## config.mk

```make
export PLATFORM = sky130hd
export DESIGN_NAME = rx_frame_parser
export DESIGN_NICKNAME = d
export VERILOG_FILES = /design/src/rtl/rx_frame_parser.sv
export SDC_FILE = /design/constraint.sdc
export NUM_CORES = 1
export LEC_CHECK = 0
export CORE_UTILIZATION = 54
export DETAILED_ROUTE_END_ITERATION = 7
export PLACE_DENSITY = 0.73
export SETUP_SLACK_MARGIN = 0.05
export SYNTH_ARGS = -nofsm -noshare
export SYNTH_HDL_FRONTEND = slang
export SYNTH_SLANG_ARGS = --single-unit
```

## constraint.sdc

```tcl
create_clock -name clk -period 5.8 [get_ports clk]
set_clock_uncertainty 0.15 [all_clocks]
set_input_delay 1.16 -clock clk [delete_from_list [all_inputs] [get_ports clk]]
set_output_delay 1.16 -clock clk [all_outputs]
set_load 0.01 [all_outputs]
```

## src/rtl/rx_frame_parser.sv

```systemverilog
// -----------------------------------------------------------------------------
// rx_frame_parser
//   Assembles framed command packets from a UART byte stream.
//   Frame layout: HEADER, CMD, LEN (0..8), LEN payload bytes, CSUM where
//   CSUM = (CMD + LEN + sum of payload) mod 256.
//   A good frame is held (frame_valid=1, receiver paused) until the consumer
//   acknowledges it. Length, checksum and inter-byte timeout violations raise
//   a one-cycle frame_err pulse with a cause held on err_code.
//
// Ports
//   clk          system clock, rising edge
//   rst_n        asynchronous active-low reset
//   rx_done      one-cycle strobe, rx_data valid in the same cycle
//   rx_data      received byte
//   rx_en_sig    receiver enable, low only while a frame is held
//   frame_valid  a good frame is held
//   frame_ack    consumer releases the held frame
//   frame_cmd    command byte of the held frame
//   frame_len    payload length of the held frame
//   pl_addr      payload read address
//   pl_data      registered payload read data (0 beyond frame_len)
//   frame_err    one-cycle error pulse
//   err_code     last error cause: 1=checksum, 2=length, 3=timeout
// -----------------------------------------------------------------------------
module rx_frame_parser #(
  parameter logic [7:0]  HEADER  = 8'hAA,
  parameter logic [15:0] TIMEOUT = 16'd50000
) (
  input  logic       clk,
  input  logic       rst_n,
  input  logic       rx_done,
  input  logic [7:0] rx_data,
  output logic       rx_en_sig,
  output logic       frame_valid,
  input  logic       frame_ack,
  output logic [7:0] frame_cmd,
  output logic [3:0] frame_len,
  input  logic [2:0] pl_addr,
  output logic [7:0] pl_data,
  output logic       frame_err,
  output logic [1:0] err_code
);

  typedef enum logic [2:0] {
    S_IDLE    = 3'd0,
    S_CMD     = 3'd1,
    S_LEN     = 3'd2,
    S_PAYLOAD = 3'd3,
    S_CSUM    = 3'd4,
    S_HOLD    = 3'd5
  } state_t;

  state_t      state_q;
  logic [15:0] cnt_q;
  logic [7:0]  sum_q;
  logic [7:0]  cmd_q;
  logic [3:0]  len_q;
  logic [2:0]  idx_q;
  logic [7:0]  pl_buf_q [8];
  logic        rx_en_q;
  logic        frame_valid_q;
  logic [7:0]  frame_cmd_q;
  logic [3:0]  frame_len_q;
  logic [7:0]  pl_data_q;
  logic        frame_err_q;
  logic [1:0]  err_code_q;

  logic        collecting_s;
  logic        timeout_s;
  logic        last_byte_s;

  // Running checksum accumulation, 8-bit wrap-around.
  function automatic logic [7:0] csum_add(input logic [7:0] acc, input logic [7:0] b);
    return acc + b;
  endfunction

  // The inter-byte timer only matters while a frame is being collected.
  assign collecting_s = (state_q == S_CMD) || (state_q == S_LEN) ||
                        (state_q == S_PAYLOAD) || (state_q == S_CSUM);
  assign timeout_s    = collecting_s && (cnt_q == (TIMEOUT - 16'd1));
  // len_q >= 1 whenever PAYLOAD is active, so the subtraction cannot wrap there.
  assign last_byte_s  = ({1'b0, idx_q} == (len_q - 4'd1));

  // Frame FSM, inter-byte timer, payload buffer and all registered outputs.
  always_ff @(posedge clk or negedge rst_n) begin
    if (!rst_n) begin
      state_q       <= S_IDLE;
      cnt_q         <= 16'd0;
      sum_q         <= 8'h00;
      cmd_q         <= 8'h00;
      len_q         <= 4'd0;
      idx_q         <= 3'd0;
      for (int i = 0; i < 8; i++) begin
        pl_buf_q[i] <= 8'h00;
      end
      rx_en_q       <= 1'b1;
      frame_valid_q <= 1'b0;
      frame_cmd_q   <= 8'h00;
      frame_len_q   <= 4'd0;
      pl_data_q     <= 8'h00;
      frame_err_q   <= 1'b0;
      err_code_q    <= 2'd0;
    end else begin
      frame_err_q <= 1'b0;
      // Timeout wins over a byte arriving in the same cycle; that byte is dropped.
      if (timeout_s) begin
        frame_err_q <= 1'b1;
        err_code_q  <= 2'd3;
        state_q     <= S_IDLE;
        cnt_q       <= 16'd0;
      end else begin
        case (state_q)
          S_IDLE: begin
            cnt_q <= 16'd0;
            if (rx_done && (rx_data == HEADER)) begin
              state_q <= S_CMD;
            end
          end
          S_CMD: begin
            if (rx_done) begin
              cmd_q   <= rx_data;
              sum_q   <= rx_data;
              cnt_q   <= 16'd0;
              state_q <= S_LEN;
            end else begin
              cnt_q <= cnt_q + 16'd1;
            end
          end
          S_LEN: begin
            if (rx_done) begin
              cnt_q <= 16'd0;
              if (rx_data > 8'd8) begin
                frame_err_q <= 1'b1;
                err_code_q  <= 2'd2;
                state_q     <= S_IDLE;
              end else begin
                len_q   <= rx_data[3:0];
                sum_q   <= csum_add(sum_q, rx_data);
                idx_q   <= 3'd0;
                state_q <= (rx_data == 8'd0) ? S_CSUM : S_PAYLOAD;
              end
            end else begin
              cnt_q <= cnt_q + 16'd1;
            end
          end
          S_PAYLOAD: begin
            if (rx_done) begin
              pl_buf_q[idx_q] <= rx_data;
              sum_q           <= csum_add(sum_q, rx_data);
              cnt_q           <= 16'd0;
              if (last_byte_s) begin
                state_q <= S_CSUM;
              end else begin
                idx_q <= idx_q + 3'd1;
              end
            end else begin
              cnt_q <= cnt_q + 16'd1;
            end
          end
          S_CSUM: begin
            if (rx_done) begin
              cnt_q <= 16'd0;
              if (rx_data == sum_q) begin
                frame_cmd_q   <= cmd_q;
                frame_len_q   <= len_q;
                frame_valid_q <= 1'b1;
                rx_en_q       <= 1'b0;
                state_q       <= S_HOLD;
              end else begin
                frame_err_q <= 1'b1;
                err_code_q  <= 2'd1;
                state_q     <= S_IDLE;
              end
            end else begin
              cnt_q <= cnt_q + 16'd1;
            end
          end
          S_HOLD: begin
            // Incoming bytes are ignored; only the consumer's ack leaves HOLD.
            cnt_q <= 16'd0;
            if (frame_ack) begin
              frame_valid_q <= 1'b0;
              rx_en_q       <= 1'b1;
              state_q       <= S_IDLE;
            end
          end
          default: begin
            state_q       <= S_IDLE;
            cnt_q         <= 16'd0;
            frame_valid_q <= 1'b0;
            rx_en_q       <= 1'b1;
          end
        endcase
      end
      // Reads beyond the held length return zero, hiding stale buffer bytes.
      pl_data_q <= ({1'b0, pl_addr} < frame_len_q) ? pl_buf_q[pl_addr] : 8'h00;
    end
  end

  assign rx_en_sig   = rx_en_q;
  assign frame_valid = frame_valid_q;
  assign frame_cmd   = frame_cmd_q;
  assign frame_len   = frame_len_q;
  assign pl_data     = pl_data_q;
  assign frame_err   = frame_err_q;
  assign err_code    = err_code_q;

endmodule
```

# [Word-level counts from Yosys, hierarchy flattened]
# Index checks and enable logic that the tools add are counted.
# W data, S select, Z words.
[classes] add_sub_neg=4 order_cmp=5 n_eq_ne=26 mux=52 bitwise_logic=5 reduce_logical=22
[ops] operator="$bwmux W64" n=1
[ops] operator="$mux W8" n=8
[ops] operator="$mux W16" n=3
[ops] operator="$mux W3" n=15
[ops] operator="$bmux W8 S3" n=1
[ops] operator="$demux W8 S3" n=1
[ops] operator="$ne A3 B3 Y1 const B" n=8
[ops] operator="$pmux W8 S3" n=1
[ops] operator="$pmux W3 S6" n=1
[ops] operator="$add A16 B1 Y16 const B" n=1
[ops] operator="$eq A16 B16 Y1 const B" n=1
[ops] operator="$ne A2 B2 Y1 const B" n=7
[ops] operator="$reduce_and A6 Y1" n=2
[ops] operator="$mux W1" n=11
[ops] operator="$mux W2" n=5
[ops] operator="$reduce_and A5 Y1" n=2
[ops] operator="$add A8 B8 Y8" n=1
[ops] operator="$eq A8 B8 Y1" n=1
[ops] operator="$eq A8 B8 Y1 const B" n=1
[ops] operator="$ge A4 B4 Y1 const B" n=2
[ops] operator="$gt A8 B4 Y1 const B" n=1
[ops] operator="$logic_not A8 Y1" n=1
[ops] operator="$not A3 Y4" n=2
[ops] operator="$reduce_and A4 Y1" n=2
[ops] operator="other kinds (23)" n=35
[word_totals] register_bits=131 input_bits=15 out_inout_bits=25

# [Longest topological paths before layout]
# Gate-level depths: netlist of run 1.
[logic_depth] word_depth=7 depth_mapped=8

# [Worst setup path after synthesis of run 1]
# OpenSTA, ideal clock, no wires.
[synth_timing] path_type="input-to-reg" start="input port rx_data[3]" end="register frame_cmd_q[2], in the netlist frame_cmd[2]" setup_time_ns=0.125 arrival_ns=2.826 required_time_ns=5.525 path_slack_ns=2.699 path_stages=6 n_path_buf=1 cell_sequence="ha_1 -> nor4_1 -> nand3_1 -> nor3_2 -> buf_2 -> mux2_2"
[synth_between] elab_chain_cells=2
[synth_rtl] item="start, declared" line="32" rtl="input logic [7:0] rx_data,"
[synth_rtl] item="$eq A8 B8 Y1" line="163" rtl="if (rx_data == sum_q) begin"
[synth_rtl] item="$reduce_and A4 Y1 (no source line)"
[synth_rtl] item="end signal, assigned" line="164" rtl="frame_cmd_q <= cmd_q;"
[synth_rtl] item="end, declared" line="62" rtl="logic [7:0] frame_cmd_q;"
# No other way between the ends.
# A chain may end at the register's enable or synchronous reset.

# [Worst setup path after layout of run 1]
[layout_timing] start="input port rx_data[3]" end="register frame_len_q[0], in the netlist frame_len[0]"
[layout_between] elab_chain_cells=2
[layout_rtl] item="$eq A8 B8 Y1" line="163"
[layout_rtl] item="$reduce_and A4 Y1 (no source line)"
[layout_rtl] item="end signal, assigned" line="165" rtl="frame_len_q <= len_q;"
[layout_rtl] item="end, declared" line="63" rtl="logic [3:0] frame_len_q;"
# No other way between the ends.

==> results.md, run 1 <==
* Status: complete, no violations
* CTS sink cnt at approximately 130
* Worst Hold Slack at about 0.31 ns
* Crit path buf inv count at 2
* Number of buffers added by the clock tree synthesis step at 17
* Post-CTS Setup Bufs at 0
* Switching power share of the total at about a third
* Area of the mapped netlist at ~6700 µm²
* Clock latency at the later pin of the worst-skew pair at between 0.4 and 0.5 ns
* Iteration-0 DRC count of the detailed router at roughly 240
* H-tree lvl count at 4
* Average wire per cell in the routed design at 19.5 µm
* Yosys synthesis warning count at 0
* # port buffers at 39
* #FFs+latches synth at ~130
* Net count after synthesis at 550
* Cts hold-fix bufs at 0
* GR Util met3 at 6.86%
* Clock transition at path regs at about 0.06 ns
* Max Transition Viols Final at 0
* Post-synthesis cell type count at 65
* Clk Tree Root Cell: sky130_fd_sc_hd__clkbuf_16
* Wire length of the first global-routing pass at between 20000 and 25000 µm
* Pin count of the biggest net entering global routing at 58
* Number of nets in the layout at 581
* Horizontal extent of the die at 113 µm
* Required time of the worst setup path at approximately 6.0 ns
* Crit path capture type: flip-flop
* RSZ-0062 raised after global routing: false
* Layout cells sized above 1 at a little over a quarter
* Combined global-route utilization of all metal layers at around a quarter
* Total DRC errors in the routed layout at 0
* Cell with the largest stage delay on the worst path: sky130_fd_sc_hd__clkdlybuf4s50_1
* Io pins at 40
* Number of rows in the core area at 40
* Setup TNS at 0 ns
* Met2 layer usage reported by global route at around two fifths
* Area overhead of the layout relative to synthesis at 15.2%
* Max-cap viol count at 0
* Clock network power share at between 20% and 30%
* Count of mapped cells out of synthesis at roughly 520
* Sequential share of power at around two fifths
* Core area at ~12000 µm²
* Final Hold Viols at 0
* Congestion Overflow GR at 0
* Die footprint at 12800 µm²
* Antenna violations before repair at 0
* Met1 demand-to-capacity share in global routing at roughly a third
* Cell Int Power at between 2 and 2.5 mW
* Pre-antenna DRT Iters at 5
* Final count of negative-setup-slack endpoints at 0
* Arrival @ worst endpoint at 4.22 ns
* Share of synthesized area occupied by flip-flops and latches at 49.2%
* F_max at 246 MHz
* Critical path launch point type: input pin
* Switching Power at between 1 and 1.5 mW
* Worst hold path class: flip-flop to flip-flop
* Static Leakage at between 3 and 4 nW
* Diode count at 0
* Number of enable-type register cells in the synthesized netlist at 0
* Portion of total power attributed to combinational logic at 30.3%
* Die height at between 100 and 150 µm
* Delay of the slowest cell on the worst path at between 0.8 and 0.9 ns
* Remaining max-slew budget at the tightest pin at between 30% and 40%
* DR vias/cell at 6.01
* Transition time at the pin with the least slew margin at 0.990 ns
* Cell Chain, Critical Path: clkdlybuf4s50_1, ha_1, nor4_1, nand3_1, nor3_2, buf_4, mux2_2
* Routed vias at roughly 4.3k
* Crit Path Max Fanout at 15
* Average cell area after synthesis at about 13 µm²
* Parity-gate share of the synthesized area counting xor and xnor cells at around 2.7%
* Antenna viol nets, final at 0
* Maximum buffer depth of the clock tree at 2
* Effective utilization at floorplan at between 50% and 60%
* Gates resized, CTS repair at 0
* Shortest period the worst path allows at around 4.1 ns
* Synth Area in Compound Gates at under 10%
* Multiplexer share of the synthesized area at a little under a quarter
* Cell type group with the largest total delay on the critical path: buffers and inverters
* Setup CP Type: input pin to flip-flop
* Most used flip-flop cell after synthesis: sky130_fd_sc_hd__dfrtp_1
* Post-synth ARST share at between 90% and 100%
* Most Used Layer, Global Route: met2
* Main combinational cell family by area after synthesis: multiplexers
* Wire length reported by the detailed router at around 14000 µm
* Share of synthesized cell area in and, or, nand and nor gates at approximately an eighth
* Adder-Cell Fraction of Synth Area at approximately 2.6%
* Final GP Congestion at approximately 0.84
* Cell area power density at around 450 nW/µm²
* Via count of the first global-routing pass at 4434
* CTS tree: built
* Estimated wirelength of the detail-placed design at 9250 µm
* Worst-case vdd ir drop at ~0.24 mV
* Ratio of final minimum period to clock period at between 70% and 80%
==> through the flow <==
step	util (%)	setup WS, ns	power (mW)	cell area (µm²)	cells
floorplan	-	2.70	2.21	6660	522
global placement	59.2	1.46	2.41	7110	681
detailed placement	59.2	1.33	2.46	7110	681
CTS	63.9	1.76	3.49	7680	713
global route	63.9	1.52	3.67	7680	713
finish	63.9	1.74	3.46	7680	713
==> synth_stat cells (2+ instances only) <==
| library cell | n | area, µm² |
|---|---|---|
| sky130_fd_sc_hd__buf_1 | 2 | 7.51 |
| sky130_fd_sc_hd__or4_1 | 5 | 37.5 |
| sky130_fd_sc_hd__and3_1 | 7 | 43.8 |
| sky130_fd_sc_hd__a21o_1 | 3 | 22.5 |
| sky130_fd_sc_hd__xnor2_1 | 12 | 105 |
| sky130_fd_sc_hd__nor3_1 | 3 | 15.0 |
| sky130_fd_sc_hd__nand3_1 | 16 | 80.1 |
| sky130_fd_sc_hd__mux2_2 | 51 | 574 |
| sky130_fd_sc_hd__o31ai_1 | 2 | 15.0 |
| sky130_fd_sc_hd__mux2_4 | 32 | 480 |
| sky130_fd_sc_hd__nor4_4 | 5 | 106 |
| sky130_fd_sc_hd__nor4_1 | 5 | 31.3 |
| sky130_fd_sc_hd__o211ai_1 | 3 | 22.5 |
| sky130_fd_sc_hd__dfrtp_1 | 130 | 3250 |
| sky130_fd_sc_hd__o21ai_0 | 11 | 55.1 |
| sky130_fd_sc_hd__xor2_1 | 7 | 61.3 |
| sky130_fd_sc_hd__a21oi_1 | 18 | 90.1 |
| sky130_fd_sc_hd__mux2_1 | 2 | 22.5 |
| sky130_fd_sc_hd__o21a_1 | 3 | 22.5 |
| sky130_fd_sc_hd__nand3b_1 | 5 | 37.5 |
| sky130_fd_sc_hd__buf_4 | 6 | 45.0 |
| sky130_fd_sc_hd__nor4bb_1 | 2 | 20.0 |
| sky130_fd_sc_hd__nand2b_1 | 2 | 12.5 |
| sky130_fd_sc_hd__a311o_1 | 2 | 20.0 |
| sky130_fd_sc_hd__nor3b_1 | 3 | 22.5 |
| sky130_fd_sc_hd__inv_1 | 15 | 56.3 |
| sky130_fd_sc_hd__mux2i_1 | 12 | 120 |
| sky130_fd_sc_hd__nand2_1 | 12 | 45.0 |
| sky130_fd_sc_hd__or3_1 | 5 | 31.3 |
| sky130_fd_sc_hd__nor4b_1 | 2 | 17.5 |
| sky130_fd_sc_hd__ha_1 | 12 | 150 |
| sky130_fd_sc_hd__clkbuf_1 | 16 | 60.1 |
| sky130_fd_sc_hd__buf_2 | 6 | 30.0 |
| sky130_fd_sc_hd__a211o_1 | 2 | 17.5 |
| sky130_fd_sc_hd__mux4_2 | 16 | 360 |
| sky130_fd_sc_hd__o31a_1 | 2 | 17.5 |
| sky130_fd_sc_hd__a31oi_1 | 5 | 31.3 |
| sky130_fd_sc_hd__a211oi_1 | 2 | 15.0 |
| sky130_fd_sc_hd__nor2b_1 | 8 | 50.1 |
| sky130_fd_sc_hd__nand4_1 | 4 | 25.0 |
| sky130_fd_sc_hd__nor2_1 | 42 | 158 |
==> power by group through the flow <==
stage	combinational [mW]	clock (mW)	sequential, mW
final	1.05	1.01	1.41
after global routing	1.16	1.07	1.45
after CTS	1.06	1.03	1.40
after detailed placement	1.05	0	1.41
after global placement	1.02	0	1.40
after floorplan	0.874	0	1.33
==> cells in the final DEF, fill, tap and decap left out, drive strengths merged, types with 3 or more instances in the layout <==
| master | count |
|---|---|
| nor3 | 4 |
| nand2 | 13 |
| nor2 | 43 |
| o21ai | 11 |
| nand3 | 16 |
| nand4 | 4 |
| or3 | 5 |
| mux2i | 12 |
| clkinv | 7 |
| mux2 | 85 |
| a31oi | 5 |
| nor2b | 8 |
| ha | 12 |
| buf | 5 |
| xnor2 | 13 |
| nor3b | 3 |
| a21oi | 18 |
| nand3b | 5 |
| a21o | 3 |
| dfrtp | 130 |
| o211ai | 3 |
| or4 | 5 |
| and3 | 7 |
| xor2 | 7 |
| o21a | 3 |
| mux4 | 16 |
| clkbuf | 21 |
| nor4 | 10 |
| clkdlybuf4s50 | 38 |
| inv | 17 |
==> cell families (layout without fill, tap and decap cells) <==
kind of cell / count (synthesis) / after routing
and+or+nand+nor: 135 / 135
DFF: 131 / 131
muxes: 113 / 113
AOI/OAI and AO/OA: 63 / 63
buffers and inverters: 47 / 91
xor gates and xnor gates: 20 / 20
adders and majority gates: 13 / 13
==> routing by layer <==
metal	vias up	wire length, µm
met5	-	0
met4	0	195
met3	14	641
met2	91	6750
met1	2215	6340
li1	1968	-
==> registers in the layout, indices dropped and copies added (netlist names), 2 cells and up <==
| signal | flops |
|---|---|
| pl_data | 8 |
| frame_cmd | 8 |
| err_code | 2 |
| len_q | 4 |
| cmd_q | 8 |
| frame_len | 4 |
| cnt_q | 16 |
| idx_q | 3 |
| sum_q | 8 |
| state_q | 3 |
| pl_buf_q | 64 |
==> path summary, 6_finish.rpt <==
path                                        start                        to  slack, ns  cells past startpoint
max                                    rx_data[3]  frame_len[0]$_DFFE_PN0P_       1.74                      7
min                            cnt_q[0]$_DFF_PN0_        cnt_q[0]$_DFF_PN0_       0.31                      1
max reg2reg                state_q[2]$_DFFE_PN0P_  pl_buf_q[41]$_DFFE_PN0P_       2.73                      4
min reg2reg                    cnt_q[0]$_DFF_PN0_        cnt_q[0]$_DFF_PN0_       0.31                      1
max in group asynchronous                   rst_n      len_q[3]$_DFFE_PN0P_       4.00                      2
min in group asynchronous                   rst_n        cnt_q[4]$_DFF_PN0_       0.48                      1
==> layout make-up <==
class | instances | area, µm²
Multi-Input combinational cell | 344 | 3170
Sequential cell | 131 | 3280
Clock inverter | 11 | 104
Clock buffer | 21 | 460
Fill cell | 917 | 4340
Inverter | 16 | 60.1
Timing Repair Buffer | 43 | 418
Tap cell | 147 | 184
(Power assumes the default switching activity.)
==> run 2: changes to the inputs <==
--- a/config.mk
+++ b/config.mk
@@ -7,7 +7,7 @@
 export LEC_CHECK = 0
 export CORE_UTILIZATION = 54
 export DETAILED_ROUTE_END_ITERATION = 7
-export PLACE_DENSITY = 0.73
+export PLACE_DENSITY = 0.76
 export SETUP_SLACK_MARGIN = 0.05
 export SYNTH_ARGS = -nofsm -noshare
 export SYNTH_HDL_FRONTEND = slang
==> constraint.sdc (replaced) <==
create_clock -name clk -period 3.7 [get_ports clk]
set_clock_uncertainty 0.15 [all_clocks]
set_input_delay 0.74 -clock clk [delete_from_list [all_inputs] [get_ports clk]]
set_output_delay 0.74 -clock clk [all_outputs]
set_load 0.01 [all_outputs]
==> run 2 against run 1 <==
- count of clock-buffer cells in the layout unchanged
- non-clock buffer count up 17
- global-route usage up 0.14 points
- combinational power up 60%
- die area unchanged
- clock power up 67%
- via count up 1.5%
- core utilization up 1.3 points
- sequential power up 57%
- critical path depth down 2
- cell area up 2.0%
- largest cell class unchanged
==> results.md, run 2 (synthesized netlist as in run 1, its figures left out) <==
* Status: complete, no violations (unchanged)
* Pin count of the biggest net entering global routing at 84 (was 58)
* Ratio of final minimum period to clock period at 81.2%
* Clock latency at the later pin of the worst-skew pair at 0.42 ns (about the same)
* Area overhead of the layout relative to synthesis at 17.5% (was 15.2%)
* Die height at 113 µm (unchanged)
* Setup CP Type: flip-flop to flip-flop (was input pin to flip-flop)
* Worst-case vdd ir drop at 0.388 mV (was 0.238 mV)
* Required time of the worst setup path at 3.85 ns (was 5.95 ns)
* DR top layer: met4 (unchanged)
* Reg2reg end: pl_buf_q[4]$_DFFE_PN0P_ (was pl_buf_q[41]$_DFFE_PN0P_)
* Total area of multi-input combinational cells at 3170 µm² (unchanged)
* Sum of met3 wire segment lengths after detailed routing at 669 µm (was 641 µm)
* Cell type group with the largest total delay on the critical path: simple AND/OR/NAND/NOR gates (was buffers and inverters)
* Delay of the slowest cell on the worst path at 0.67 ns (was 0.87 ns)
* Clock transition at path regs at 0.06 ns (about the same)
* Worst-case setup slack after placement at 0.451 ns (was 1.33 ns)
* Antenna viol nets, final at 0 (unchanged)
* Wire length of the first global-routing pass at 23600 µm (about the same)
* CTS sink cnt at 131 (unchanged)
* Hold path startpoint: cnt_q[0]$_DFF_PN0_ (unchanged)
* Transition time at the pin with the least slew margin at 1.05 ns (was 0.990 ns)
* Effective utilization at floorplan at 55.5% (unchanged)
* Maximum buffer depth of the clock tree at 2 (unchanged)
* F_max at ~330 MHz
* Portion of total power attributed to combinational logic at 30.1% (was 30.3%)
* Most common cell after layout, fill and taps aside: sky130_fd_sc_hd__dfrtp_1 (unchanged)
* Combined global-route utilization of all metal layers at 24.5% (was 24.4%)
* Worst hold path class: flip-flop to flip-flop (unchanged)
* Remaining max-slew budget at the tightest pin at 30.2% (was 33.8%)
* Max-cap viol count at 0 (unchanged)
* Register ranked first by flip-flop count: pl_buf_q (unchanged)
* Number of buffers added by the clock tree synthesis step at 17 (unchanged)
* Via count of the first global-routing pass at 4545 (was 4434)
* Static Leakage at 3.57 nW (was 3.47 nW)
* Hold path endpoint: cnt_q[0]$_DFF_PN0_ (unchanged)
* Setup TNS at 0 ns (unchanged)
* Switching power share of the total at 30.7% (was 31.5%)
* Switching Power at 1.71 mW (was 1.09 mW)
* Number of filler cells placed in the layout at 906 (was 917)
* Estimated wirelength of the detail-placed design at 9400 µm (was 9250 µm)
* Wire length reported by the detailed router at 14100 µm (was 13900 µm)
* Shortest period the worst path allows at 3.01 ns
* Register Area at 3280 µm² (unchanged)
* Crit path capture type: flip-flop (unchanged)
* Final GP Congestion at 0.933 (was 0.838)
* Iteration-0 DRC count of the detailed router at 264 (was 237)
* Commonest cells after routing, fill and taps aside: sky130_fd_sc_hd__dfrtp_1 (130), sky130_fd_sc_hd__mux2_2 (51), sky130_fd_sc_hd__nor2_1 (42) (unchanged)
* Cell area power density at 714 nW/µm² (was 451 nW/µm²)
* Cell Int Power at 3.87 mW (was 2.37 mW)
* Diode count at 0 (unchanged)
* Final count of negative-setup-slack endpoints at 0 (unchanged)
* Average wire per cell in the routed design at 19.4 µm (was 19.5 µm)
* Total DRC errors in the routed layout at 0 (unchanged)
* Setup slack on the worst flop-to-flop path at 0.69 ns (was 2.73 ns)
* DR vias/cell at 5.98 (was 6.01)
* Routed vias at 4353 (was 4288)
* Number of rows in the core area at 40 (unchanged)
* WL met2 at 7010 µm (was 6750 µm)
* Final Hold Viols at 0 (unchanged)
* Layout cells sized above 1 at 28.4% (was 26.5%)
* Count of cells along the worst hold path at 1 (unchanged)
* Pre-antenna DRT Iters at 5 (unchanged)
* H-tree lvl count at 4 (unchanged)
* Cell Chain, Critical Path: nor4b_1, nand4_1, nor2_4, or4_1, mux2_4 (was clkdlybuf4s50_1, ha_1, nor4_1, nand3_1, nor3_2, buf_4, mux2_2)
* Worst-case setup margin in the final layout at 0.694 ns (was 1.74 ns)
* Number of nets in the layout at 598 (was 581)
* Crit Reg-Reg Startpoint: cnt_q[4]$_DFF_PN0_ (was state_q[2]$_DFFE_PN0P_)
* Cts hold-fix bufs at 0 (unchanged)
* Congestion Overflow GR at 0 (unchanged)
* Clock network power share at 30.2% (was 29.1%)
* Largest regs: pl_buf_q x64, cnt_q x16 (unchanged)
* Crit path buf inv count at 0 (was 2)
* Io pins at 40 (unchanged)
* Routed length on met1 at 6110 µm (was 6340 µm)
* Max Transition Viols Final at 0 (unchanged)
* Die footprint at 12800 µm² (unchanged)
* Critical path launch point type: flip-flop (was input pin)
* Cell with the largest stage delay on the worst path: sky130_fd_sc_hd__or4_1 (was sky130_fd_sc_hd__clkdlybuf4s50_1)
* Gates resized, CTS repair at 0 (unchanged)
* Antenna violations before repair at 0 (unchanged)
* Crit Path Max Fanout at 16 (was 15)
* Horizontal extent of the die at 113 µm (unchanged)
* # port buffers at 39 (unchanged)
* Sequential share of power at 39.7% (was 40.6%)
* Arrival @ worst endpoint at 3.16 ns (was 4.22 ns)
* Worst-case reg-to-reg path depth at 5 (was 4)
* RSZ-0062 raised after global routing: false (unchanged)
* Post-CTS Setup Bufs at 0 (unchanged)
* Flip-flop count of the largest register, all copies and words added at 64 (unchanged)
* Core area at 12000 µm² (unchanged)
* CTS tree: built (unchanged)
* Clk Tree Root Cell: sky130_fd_sc_hd__clkbuf_16 (unchanged)
[run 2: changes by cell type in the layout (fill, tap and decap cells not counted)]
cell | before | now
sky130_fd_sc_hd__clkinv_4 | 4 | 1
sky130_fd_sc_hd__clkinvlp_4 | 2 | 1
sky130_fd_sc_hd__bufinv_16 | 1 | 3
sky130_fd_sc_hd__buf_4 | 5 | 22
[run 2: power by group through the flow]
stage / combinational [mW] / clock (mW) / sequential, mW
finish: 1.68 / 1.69 / 2.22
global route: 1.84 / 1.78 / 2.28
CTS: 1.69 / 1.72 / 2.21
detailed placement: 1.68 / 0 / 2.23
global placement: 1.62 / 0 / 2.19
floorplan: 1.37 / 0 / 2.09
[run 2: how the worst max path moves through the flow]
| stage | from | depth (start not counted) | end |
|---|---|---|---|
| finish | cnt_q[4]$_DFF_PN0_ | 5 | pl_buf_q[4]$_DFFE_PN0P_ |
| global route | cnt_q[4]$_DFF_PN0_ | 5 | pl_buf_q[7]$_DFFE_PN0P_ |
| CTS | cnt_q[4]$_DFF_PN0_ | 5 | pl_buf_q[7]$_DFFE_PN0P_ |
| detailed placement | rx_data[2] | 7 | frame_valid$_DFFE_PN0P_ |
| global placement | rx_data[3] | 7 | frame_valid$_DFFE_PN0P_ |
| floorplan | rx_data[3] | 6 | frame_cmd[2]$_DFFE_PN0P_ |
[run 2: per-layer routing]
metal,GRT usage (%),vias to the layer above
met1,32.0,2201
met4,10.5,0
li1,-,1998
met5,0,-
met3,5.36,34
met2,39.7,120
[run 2: per-stage QoR]
stage                     instance area (µm²)  std cells  total power, mW  util [%]  hold slack [ns]
after CTS                                7830        728             5.62      65.2            0.315
after floorplan                          6660        522             3.46         -            0.283
after global routing                     7830        728             5.90      65.2            0.338
after detailed placement                 7240        698             3.90      60.3            0.307
final                                    7830        728             5.59      65.2            0.311
after global placement                   7240        698             3.81      60.3            0.295
[run 2: area by class of cell]
class	count	share of cell area [%]
tap	147	2.35
inverter	16	0.767
multi-input combinational	344	40.5
clock inverter	9	1.66
clock buffer	21	5.88
timing repair buffer	60	6.97
sequential	131	41.9
==> run 3: changes to the inputs <==
--- a/config.mk
+++ b/config.mk
@@ -7,7 +7,7 @@
 export LEC_CHECK = 0
 export CORE_UTILIZATION = 54
 export DETAILED_ROUTE_END_ITERATION = 7
-export PLACE_DENSITY = 0.76
+export PLACE_DENSITY = 0.73
 export SETUP_SLACK_MARGIN = 0.05
 export SYNTH_ARGS = -nofsm -noshare
 export SYNTH_HDL_FRONTEND = slang
==> constraint.sdc (replaced) <==
create_clock -name clk -period 2.86 [get_ports clk]
set_clock_uncertainty 0.15 [all_clocks]
set_input_delay 0.572 -clock clk [delete_from_list [all_inputs] [get_ports clk]]
set_output_delay 0.572 -clock clk [all_outputs]
set_load 0.01 [all_outputs]
==> run 3 against run 2 <==
- the run now ends with hold timing left
- die area stayed put
- fmax is 15% higher
- non-clock buffer count is 29 higher
- combinational power is 40% higher
- critical path type unchanged
- register-to-register slack worse by 0.45 ns
- largest power group unchanged
- global-route usage is 0.68 points higher
- count of clock-buffer cells in the layout is 1 higher
- routed wire length is 3.0% higher
- critical path depth is 2 higher
- cell area is 3.5% higher
==> results.md, run 3 (synthesized netlist as in run 1, its figures left out) <==
* Status: finished, violations left (was complete, no violations)
* Clock transition at path regs at 0.05 ns (was 0.06 ns)
* Crit Path Max Fanout at 15 (was 16)
* F_max at 382 MHz (was 333 MHz)
* # port buffers at 39 (unchanged)
* Wire length reported by the detailed router at 14500 µm (was 14100 µm)
* Maximum buffer depth of the clock tree at 2 (unchanged)
* Clk Tree Root Cell: sky130_fd_sc_hd__clkbuf_16 (unchanged)
* Clock latency at the later pin of the worst-skew pair at 0.42 ns (about the same)
* Largest regs: pl_buf_q x64, cnt_q x16 (unchanged)
* Die height at 113 µm (unchanged)
* Most common cell after layout, fill and taps aside: sky130_fd_sc_hd__dfrtp_1 (unchanged)
* Gates resized, CTS repair at 0 (unchanged)
* Max-cap viol count at 0 (unchanged)
* Remaining max-slew budget at the tightest pin at 50.1% (was 30.2%)
* Congestion Overflow GR at 0 (unchanged)
* Violated checks: hold timing
* Die footprint at 12800 µm² (unchanged)
* Final design utilization at 67.5% (was 65.2%)
* Worst hold path class: input pin to async pin (was flip-flop to flip-flop)
* Worst-case setup margin in the final layout at 0.239 ns (was 0.694 ns)
* Cell Int Power at 5.09 mW (was 3.87 mW)
* Iteration-0 DRC count of the detailed router at 278 (was 264)
* Horizontal extent of the die at 113 µm (unchanged)
* Flip-flop count of the largest register, all copies and words added at 64 (unchanged)
* CTS tree: built (unchanged)
* GR Util met3 at 6.37% (was 5.36%)
* Switching power share of the total at 30.6% (was 30.7%)
* Average wire per cell in the routed design at 19.2 µm (was 19.4 µm)
* Worst-case setup slack after placement at -0.0445 ns (was 0.451 ns)
* Transition time at the pin with the least slew margin at 0.741 ns (was 1.05 ns)
* Final count of negative-setup-slack endpoints at 0 (unchanged)
* Total DRC errors in the routed layout at 0 (unchanged)
* Critical path launch point type: flip-flop (unchanged)
* Pre-antenna DRT Iters at 5 (unchanged)
* Estimated wirelength of the detail-placed design at 9640 µm (was 9400 µm)
* Crit Reg-Reg Startpoint: cnt_q[4]$_DFF_PN0_ (unchanged)
* Ratio of final minimum period to clock period at 91.6% (was 81.2%)
* Clock network power share at 29.5% (was 30.2%)
* Number of filler cells placed in the layout at 873 (was 906)
* Register ranked first by flip-flop count: pl_buf_q (unchanged)
* Register Area at 3280 µm² (unchanged)
* Area post-placement at 7480 µm² (was 7240 µm²)
* Pin count of the biggest net entering global routing at 49 (was 84)
* Required time of the worst setup path at 3.01 ns (was 3.85 ns)
* Reg2reg end: pl_buf_q[23]$_DFFE_PN0P_ (was pl_buf_q[4]$_DFFE_PN0P_)
* Met2 layer usage reported by global route at 41.2% (was 39.7%)
* Io pins at 40 (unchanged)
* Static Leakage at 3.73 nW (was 3.57 nW)
* Number of nets in the layout at 627 (was 598)
* Via count of the first global-routing pass at 4742 (was 4545)
* Final GP Congestion at 0.839 (was 0.933)
* Number of rows in the core area at 40 (unchanged)
* Portion of total power attributed to combinational logic at 32.1% (was 30.1%)
* Total area of multi-input combinational cells at 3170 µm² (unchanged)
* Combined global-route utilization of all metal layers at 25.2% (was 24.5%)
* Shortest period the worst path allows at 2.62 ns (was 3.01 ns)
* Final Hold Viols at 6 (was 0)
* Cts hold-fix bufs at 0 (unchanged)
* Cell area power density at 906 nW/µm² (was 714 nW/µm²)
* H-tree lvl count at 4 (unchanged)
* Sequential share of power at 38.4% (was 39.7%)
* Worst-case vdd ir drop at 0.562 mV (was 0.388 mV)
* Routed vias at 4502 (was 4353)
* Effective utilization at floorplan at 55.5% (unchanged)
* Crit path capture type: flip-flop (unchanged)
* Most Used Layer, Global Route: met2 (unchanged)
* Switching Power at 2.25 mW (was 1.71 mW)
* Commonest cells after routing, fill and taps aside: sky130_fd_sc_hd__dfrtp_1 (130), sky130_fd_sc_hd__mux2_2 (51), sky130_fd_sc_hd__buf_4 (47) (was sky130_fd_sc_hd__dfrtp_1 (130), sky130_fd_sc_hd__mux2_2 (51), sky130_fd_sc_hd__nor2_1 (42))
* RSZ-0062 raised after global routing: false (unchanged)
* Antenna violations before repair at 0 (unchanged)
* Arrival @ worst endpoint at 2.77 ns (was 3.16 ns)
* Area overhead of the layout relative to synthesis at 21.6% (was 17.5%)
* Number of buffers added by the clock tree synthesis step at 17 (unchanged)
* Wire length of the first global-routing pass at 24400 µm (was 23600 µm)
* CTS sink cnt at 131 (unchanged)
* Diode count at 0 (unchanged)
* Core area at 12000 µm² (unchanged)
* Setup CP Type: flip-flop to flip-flop (unchanged)
* Max Transition Viols Final at 0 (unchanged)
* Setup slack on the worst flop-to-flop path at 0.24 ns (was 0.69 ns)
* Post-route cell area at 8100 µm² (was 7830 µm²)
* Antenna viol nets, final at 0 (unchanged)
* Worst Hold Slack at -0.00268 ns (was 0.311 ns)
* Layout cells sized above 1 at 32.2% (was 28.4%)
* Met1 demand-to-capacity share in global routing at 32.5% (was 32.0%)
* DR vias/cell at 5.94 (was 5.98)
* Worst-case reg-to-reg path depth at 7 (was 5)
==> run 3: repair_timing <==
action | in CTS | in global routing
endpoints found under the setup margin | 0 | 32
setup buffers | 0 | 3
endpoints found under the hold margin | 0 | 0
==> run 3: layer usage <==
layer,routed length [µm],vias up,share of wire [%]
met4,269,0,1.9
li1,-,2059,-
met1,6430,2305,44
met2,7210,112,50
met3,622,26,4.3
met5,0,-,0
==> run 3: critical path, cell delays in order, from the launching register on <==
cell and delay, ns:
sky130_fd_sc_hd__dfrtp_1 0.42, sky130_fd_sc_hd__nor4b_1 0.38, sky130_fd_sc_hd__nand4_1 0.33, sky130_fd_sc_hd__nor2_4 0.46, sky130_fd_sc_hd__buf_4 0.21, sky130_fd_sc_hd__nor4_4 0.04
sky130_fd_sc_hd__buf_4 0.21, sky130_fd_sc_hd__mux2_2 0.29
==> run 3: worst max-delay path by stage <==
stage / startpoint / depth (start not counted) / slack, ns / to
floorplan: rx_data[3] / 6 / 0.35 / frame_cmd[2]$_DFFE_PN0P_
global placement: rx_data[3] / 7 / -0.06 / frame_len[3]$_DFFE_PN0P_
detailed placement: rx_data[4] / 7 / -0.04 / frame_len[3]$_DFFE_PN0P_
CTS: cnt_q[4]$_DFF_PN0_ / 6 / 0.19 / pl_buf_q[46]$_DFFE_PN0P_
global route: cnt_q[4]$_DFF_PN0_ / 7 / 0.08 / pl_buf_q[23]$_DFFE_PN0P_
finish: cnt_q[4]$_DFF_PN0_ / 7 / 0.24 / pl_buf_q[23]$_DFFE_PN0P_
==> run 3: power by group through the flow <==
stage / clock network (mW) / registers, mW / logic [mW]
final: 2.16 / 2.82 / 2.36
after global routing: 2.27 / 2.88 / 2.59
after CTS: 2.20 / 2.81 / 2.37
after detailed placement: 0 / 2.83 / 2.34
after global placement: 0 / 2.78 / 2.26
after floorplan: 0 / 2.70 / 1.77
==> run 3: layout make-up <==
type                       count  share of cell area [%]
inverter                      16                   0.741
multi-input combinational    344                    39.1
tap                          147                    2.27
sequential                   131                    40.5
clock buffer                  22                    6.10
clock inverter                 9                    1.27
timing repair buffer          89                    10.0
==> run 3: per-stage QoR <==
| stage | std cells | TNS [ns] | power [mW] | hold WS [ns] |
|---|---|---|---|---|
| after CTS | 755 | 0 | 7.37 | 0.00615 |
| after global placement | 724 | -0.589 | 5.04 | 0.295 |
| after detailed placement | 724 | -0.342 | 5.16 | 0.310 |
| after global routing | 758 | 0 | 7.74 | 0.0387 |
| final | 758 | 0 | 7.34 | -0.00268 |
| after floorplan | 522 | 0 | 4.48 | 0.126 |
